**config.mk**
```make
export PLATFORM = sky130hd
export DESIGN_NAME = sprite_rom_arb
export DESIGN_NICKNAME = d
export VERILOG_FILES = /design/src/rtl/sprite_rom_arb.sv
export SDC_FILE = /design/constraint.sdc
export NUM_CORES = 1
export LEC_CHECK = 0
export CORE_ASPECT_RATIO = 2
export CORE_MARGIN = 5
export CORE_UTILIZATION = 42
export CTS_CLUSTER_SIZE = 40
export DETAILED_ROUTE_END_ITERATION = 8
export MAX_ROUTING_LAYER = met4
export PLACE_DENSITY = 0.78
export REMOVE_ABC_BUFFERS = 1
export SETUP_SLACK_MARGIN = 0.4
export SYNTH_ARGS = -nofsm -noshare
export SYNTH_HDL_FRONTEND = slang
export SYNTH_SLANG_ARGS = --single-unit
```
**constraint.sdc**
```tcl
create_clock -name clk_vga -period 2.3 [get_ports clk_vga]
set_clock_uncertainty 0.1 [all_clocks]
set_input_delay 0.46 -clock clk_vga [delete_from_list [all_inputs] [get_ports clk_vga]]
set_output_delay 0.46 -clock clk_vga [all_outputs]
set_load 0.02 [all_outputs]
```
**src/rtl/sprite_rom_arb.sv**
```systemverilog
// Shares one synchronous sprite ROM among N_REQ renderers and routes each returned word to its issuer.
// Build option: define SPRITE_ROM_ARB_FIXED_PRIO_EN for fixed priority (requester 0 highest) instead of round-robin.
module sprite_rom_arb #(
  parameter int N_REQ   = 4,
  parameter int ADDR_W  = 14,
  parameter int DATA_W  = 13,
  parameter int ROM_LAT = 1
) (
  input  logic                      clk_vga,
  input  logic                      rst_n,
  input  logic [N_REQ-1:0]          req_i,
  input  logic [N_REQ*ADDR_W-1:0]   addr_i,
  output logic [N_REQ-1:0]          gnt_o,
  output logic                      rom_en_o,
  output logic [ADDR_W-1:0]         rom_addr_o,
  input  logic [DATA_W-1:0]         rom_data_i,
  output logic [DATA_W-1:0]         rd_data_o,
  output logic [N_REQ-1:0]          rd_vld_o,
  input  logic                      v_sync_i,
  output logic [15:0]               conflict_cnt_o
);

  logic [N_REQ-1:0]  gnt_d;
  logic              pick_found;
  logic [ADDR_W-1:0] addr_sel;
  logic [3:0]        req_cnt;
  logic              contention;
  logic              vs_fall;

  logic              rom_en_q;
  logic [ADDR_W-1:0] rom_addr_q;
  logic [N_REQ-1:0]  tag_q [ROM_LAT+1];
  logic [DATA_W-1:0] rd_data_q;
  logic [N_REQ-1:0]  rd_vld_q;
  logic              vs_q;
  logic [15:0]       cnt_q;
  logic [15:0]       cnt_d;

`ifdef SPRITE_ROM_ARB_FIXED_PRIO_EN
  always_comb begin
    gnt_d      = '0;
    pick_found = 1'b0;
    for (int k = 0; k < N_REQ; k++) begin
      if (!pick_found && req_i[k]) begin
        gnt_d[k]   = 1'b1;
        pick_found = 1'b1;
      end
    end
  end
`else
  localparam int PTR_W = (N_REQ > 1) ? $clog2(N_REQ) : 1;

  logic [PTR_W-1:0] ptr_q;
  logic [PTR_W-1:0] ptr_d;

  // First pass covers indices at/after the pointer, second pass wraps to the lowest active one.
  always_comb begin
    gnt_d      = '0;
    ptr_d      = ptr_q;
    pick_found = 1'b0;
    for (int k = 0; k < N_REQ; k++) begin
      if (!pick_found && req_i[k] && (k >= int'(ptr_q))) begin
        gnt_d[k]   = 1'b1;
        pick_found = 1'b1;
        ptr_d      = (k == N_REQ - 1) ? '0 : PTR_W'(k + 1);
      end
    end
    for (int k = 0; k < N_REQ; k++) begin
      if (!pick_found && req_i[k]) begin
        gnt_d[k]   = 1'b1;
        pick_found = 1'b1;
        ptr_d      = (k == N_REQ - 1) ? '0 : PTR_W'(k + 1);
      end
    end
  end

  always_ff @(posedge clk_vga or negedge rst_n) begin
    if (!rst_n) begin
      ptr_q <= '0;
    end else begin
      ptr_q <= ptr_d;
    end
  end
`endif

  assign gnt_o = rst_n ? gnt_d : '0;

  always_comb begin
    addr_sel = '0;
    for (int k = 0; k < N_REQ; k++) begin
      if (gnt_d[k]) begin
        addr_sel = addr_i[k*ADDR_W +: ADDR_W];
      end
    end
  end

  always_ff @(posedge clk_vga or negedge rst_n) begin
    if (!rst_n) begin
      rom_en_q   <= 1'b0;
      rom_addr_q <= '0;
    end else begin
      rom_en_q <= |gnt_d;
      if (|gnt_d) begin
        rom_addr_q <= addr_sel;
      end
    end
  end

  // Owner tags travel alongside the ROM read so the returned word lands on the right requester.
  always_ff @(posedge clk_vga or negedge rst_n) begin
    if (!rst_n) begin
      for (int s = 0; s <= ROM_LAT; s++) begin
        tag_q[s] <= '0;
      end
    end else begin
      tag_q[0] <= gnt_d;
      for (int s = 1; s <= ROM_LAT; s++) begin
        tag_q[s] <= tag_q[s-1];
      end
    end
  end

  always_ff @(posedge clk_vga or negedge rst_n) begin
    if (!rst_n) begin
      rd_data_q <= '0;
      rd_vld_q  <= '0;
    end else begin
      rd_vld_q <= tag_q[ROM_LAT];
      if (|tag_q[ROM_LAT]) begin
        rd_data_q <= rom_data_i;
      end
    end
  end

  always_comb begin
    req_cnt = '0;
    for (int k = 0; k < N_REQ; k++) begin
      req_cnt = req_cnt + 4'(req_i[k]);
    end
  end

  assign contention = (req_cnt >= 4'd2);
  assign vs_fall    = vs_q & ~v_sync_i;

  // Frame clear takes precedence over a coincident contention cycle.
  always_comb begin
    cnt_d = cnt_q;
    if (vs_fall) begin
      cnt_d = '0;
    end else if (contention && (cnt_q != 16'hFFFF)) begin
      cnt_d = cnt_q + 16'd1;
    end
  end

  always_ff @(posedge clk_vga or negedge rst_n) begin
    if (!rst_n) begin
      vs_q  <= 1'b1;
      cnt_q <= '0;
    end else begin
      vs_q  <= v_sync_i;
      cnt_q <= cnt_d;
    end
  end

  assign rom_en_o       = rom_en_q;
  assign rom_addr_o     = rom_addr_q;
  assign rd_data_o      = rd_data_q;
  assign rd_vld_o       = rd_vld_q;
  assign conflict_cnt_o = cnt_q;

endmodule

```
==> results.yml <==
die:
  die_h_um: 127
  coreArea_sq_um: 6620
  dieArea_sq_um: 8640
  start_util_pct: 43.1
  die_w_um: 68.3
  std_cell_rows: 42
  io_pins: 128
finish:
  nFillCells: 534
  fin_nets: 484
  fin_util_pct: 72.8
  n_antenna_cell: 0
  drive_above_1_share_pct: 25.3
  area_growth_pct: 68.9
placed_design:
  hpwl_um: 6740
  port_buffers: 127
  gp_congestion: 0.888
grt:
  antenna_found_initial: 0
  grt_usage_pct: 21.9
  grt_start_max_net_pins: 51
  grt_pass1_vias: 2805
  gr-total-overflow: 0
  grt_pass1_wl_um: 13600
sta:
  setup_tns_ns: 0
  max_freq_mhz: 461
  hold_viol: 0
  setup_viol: 0
  tightest_slew_ns: 0.625
  min_period_ns: 2.17
  slew_headroom_pct: 58.3
  slew_violations: 0
  rsz0062_at_grt: "yes"
  period_share_pct: 94.2
critical_path:
  rr_endpoint: "rom_addr_o[4]$_DFFE_PN0P_"
  crit_type: "flop to primary output"
  critPathLaunch: "ptr_q[0]$_DFFE_PN0P_"
  slowest_stage: "dfrtp_1"
  crit_end: "gnt_o[2]"
  worstReg2RegStart: "ptr_q[0]$_DFFE_PN0P_"
  crit_required_ns: 1.74
  worst_setup_path_end_kind: "primary output"
  crit_chain: "buf_6 -> nor2b_4 -> buf_6 -> o311ai_4 -> and3_4 -> buf_6"
  worstRegToRegCells: 10
  crit_path_max_incr_delay_ns: 0.40
  rrSetupSlack_ns: 0.28
  path_depth: 6
  arrival_ns: 1.61
  startpoint_type: "flop"
  path_common_cell: "buf_6"
  crit_family: "flip-flops"
  path_max_fanout: 3
  crit_buf_inv: 3
run_status:
  status: "completed"
synthesis:
  synth_top_area_share_pct: 50.9
  syn-instance-count: 247
  synthTopCellsByArea: "dfrtp_1 (51%), mux2_2 (5.1%), a221o_1 (4.9%), a2bb2oi_1 (4.3%), xor2_1 (4.3%)"
  yosysWarnings: 0
  synthTopCellsByCount: "dfrtp_1 (58), nand3_1 (21), nor2_1 (20)"
  ys_seq_area_share_pct: 51.8
  syn_avg_cell_area_sq_um: 11.5
  synth_largest_area_cell: "dfrtp_1"
  synthFlopType: "dfrtp_1"
  synth_cell_types: 46
  async_flop_share_pct: 100
  post-synth-top-count-cell: "dfrtp_1"
  netlist_area_sq_um: 2850
  synth_seq_cells: 59
  synth_edf_count: 0
clock_network:
  clk_pin_slew_ns: 0.05
  cts_tree: "built"
  cts_made_buffers: 9
  clkLatencyLatePin_ns: 0.33
  clock_path_buffers: 2
  root_buffer: "clkbuf_16"
  cts.htree.levels: 3
  clock_sinks: 59
detailed_routing:
  wl_per_cell_um: 18.3
  drt-initial-drc-count: 176
  drtAntennaViolNets: 0
  vias_per_cell: 5.47
  drt_pass1_iterations: 4
  via_count: 2728
  drc_errors: 0
  finalWirelength_um: 9150
power_and_ir_drop:
  power.total_w: 0.00458
  max-vdd-ir-drop_uv: 648
  powerDensity_nw_per_um2: 951
  p_leak_nw: 2.20
hold_path:
  hp-class: "primary input to async pin"
run:
  drv_cap: 0
[worst reg2reg max path, stage by stage, from the launching register on]
cell and delay (ns):
dfrtp_1 0.42, buf_6 0.14, nor2b_4 0.11, buf_6 0.11, o311ai_4 0.09, buf_4 0.16, buf_6 0.14, buf_12 0.13
a22oi_1 0.17, a2bb2oi_2 0.08, a221o_1 0.26
[power by group]
part / switching, W / internal, W / total, W
Combinational: 0.000889 / 0.000985 / 0.00187
Clock: 0.000494 / 0.000734 / 0.00123
Sequential: 0.000178 / 0.00130 / 0.00148
[cell families after synthesis]
kind of cell / after synthesis / synth area share (%)
AND/OR/NAND/NOR: 81 / 15.9
flip-flops: 59 / 51.8
AO/OA/AOI/OAI: 56 / 17.2
buffers and inverters: 20 / 3.82
XOR/XNOR: 15 / 4.61
multiplexers: 14 / 5.48
adder cells (fa/ha/maj): 2 / 1.14
[sequential cells by signal, summed over array words and instances (netlist names)]
name / cells
rom_en_o: 1
rom_addr_o: 14
rd_vld_o: 4
conflict_cnt_o: 16
ptr_q: 2
tag_q: 8
vs_q: 1
rd_data_o: 13
[repair_timing]
action / 4_1_cts / 5_1_grt
endpoints found under the hold margin: 3 / 0
gates resized for setup: 62 / 35
pin swaps: 6 / 9
buffers inserted: 2 / 7
setup endpoints to repair: 54 / 40
hold buffers: 1 / 0
[metal layers]
metal	GRT usage [%]	routed length [um]	part of all wire, %
met5	-	0	0
met3	3.98	420	4.6
met2	40.0	5450	60
met1	20.3	2950	32
met4	11.8	331	3.6
[stage by stage]
stage | instance area (sq um) | std cells | setup WS, ns | hold slack, ns
after global routing | 4820 | 499 | 0.0964 | 0.0576
after CTS | 4680 | 492 | 0.142 | 0.0377
after detailed placement | 4350 | 473 | -0.598 | 0.211
final | 4820 | 499 | 0.133 | 0.0456
after floorplan | 2760 | 232 | -0.0928 | 0.0644
after global placement | 4350 | 473 | -0.534 | 0.218
[cell usage in the layout, fill, tap and decap left out, types with 7 or more instances in the layout]
master,instances
buf_6,7
dfrtp_1,54
a22oi_1,13
dlygate4sd2_1,17
nand4_1,7
a2bb2oi_1,13
nand3_1,21
clkdlybuf4s50_1,95
mux2_2,13
xor2_1,14
clkbuf_16,9
buf_4,33
a221o_1,14
nor2_1,20
[worst min path at each step]
stage | from | end | cells past startpoint
6_report | rst_n | ptr_q[0]$_DFFE_PN0P_ | 2
3_3_place_gp | rst_n | rom_addr_o[12]$_DFFE_PN0P_ | 1
4_1_cts | rst_n | ptr_q[0]$_DFFE_PN0P_ | 2
5_1_grt | rst_n | ptr_q[0]$_DFFE_PN0P_ | 2
3_5_place_dp | rst_n | rom_addr_o[12]$_DFFE_PN0P_ | 1
2_1_floorplan | rst_n | conflict_cnt_o[0]$_DFFE_PN0P_ | 0
[cell type report]
type	instances	area, sq um	area share [%]
well taps	88	110	2.29
clock inverters	7	53.8	1.12
flip-flops and latches	59	1480	30.8
inverters	5	21.3	0.442
clock buffers	9	225	4.68
multi-input cells	168	1370	28.4
repair buffers	163	1560	32.3
No activity file was read; power rests on OpenSTA's default activity.
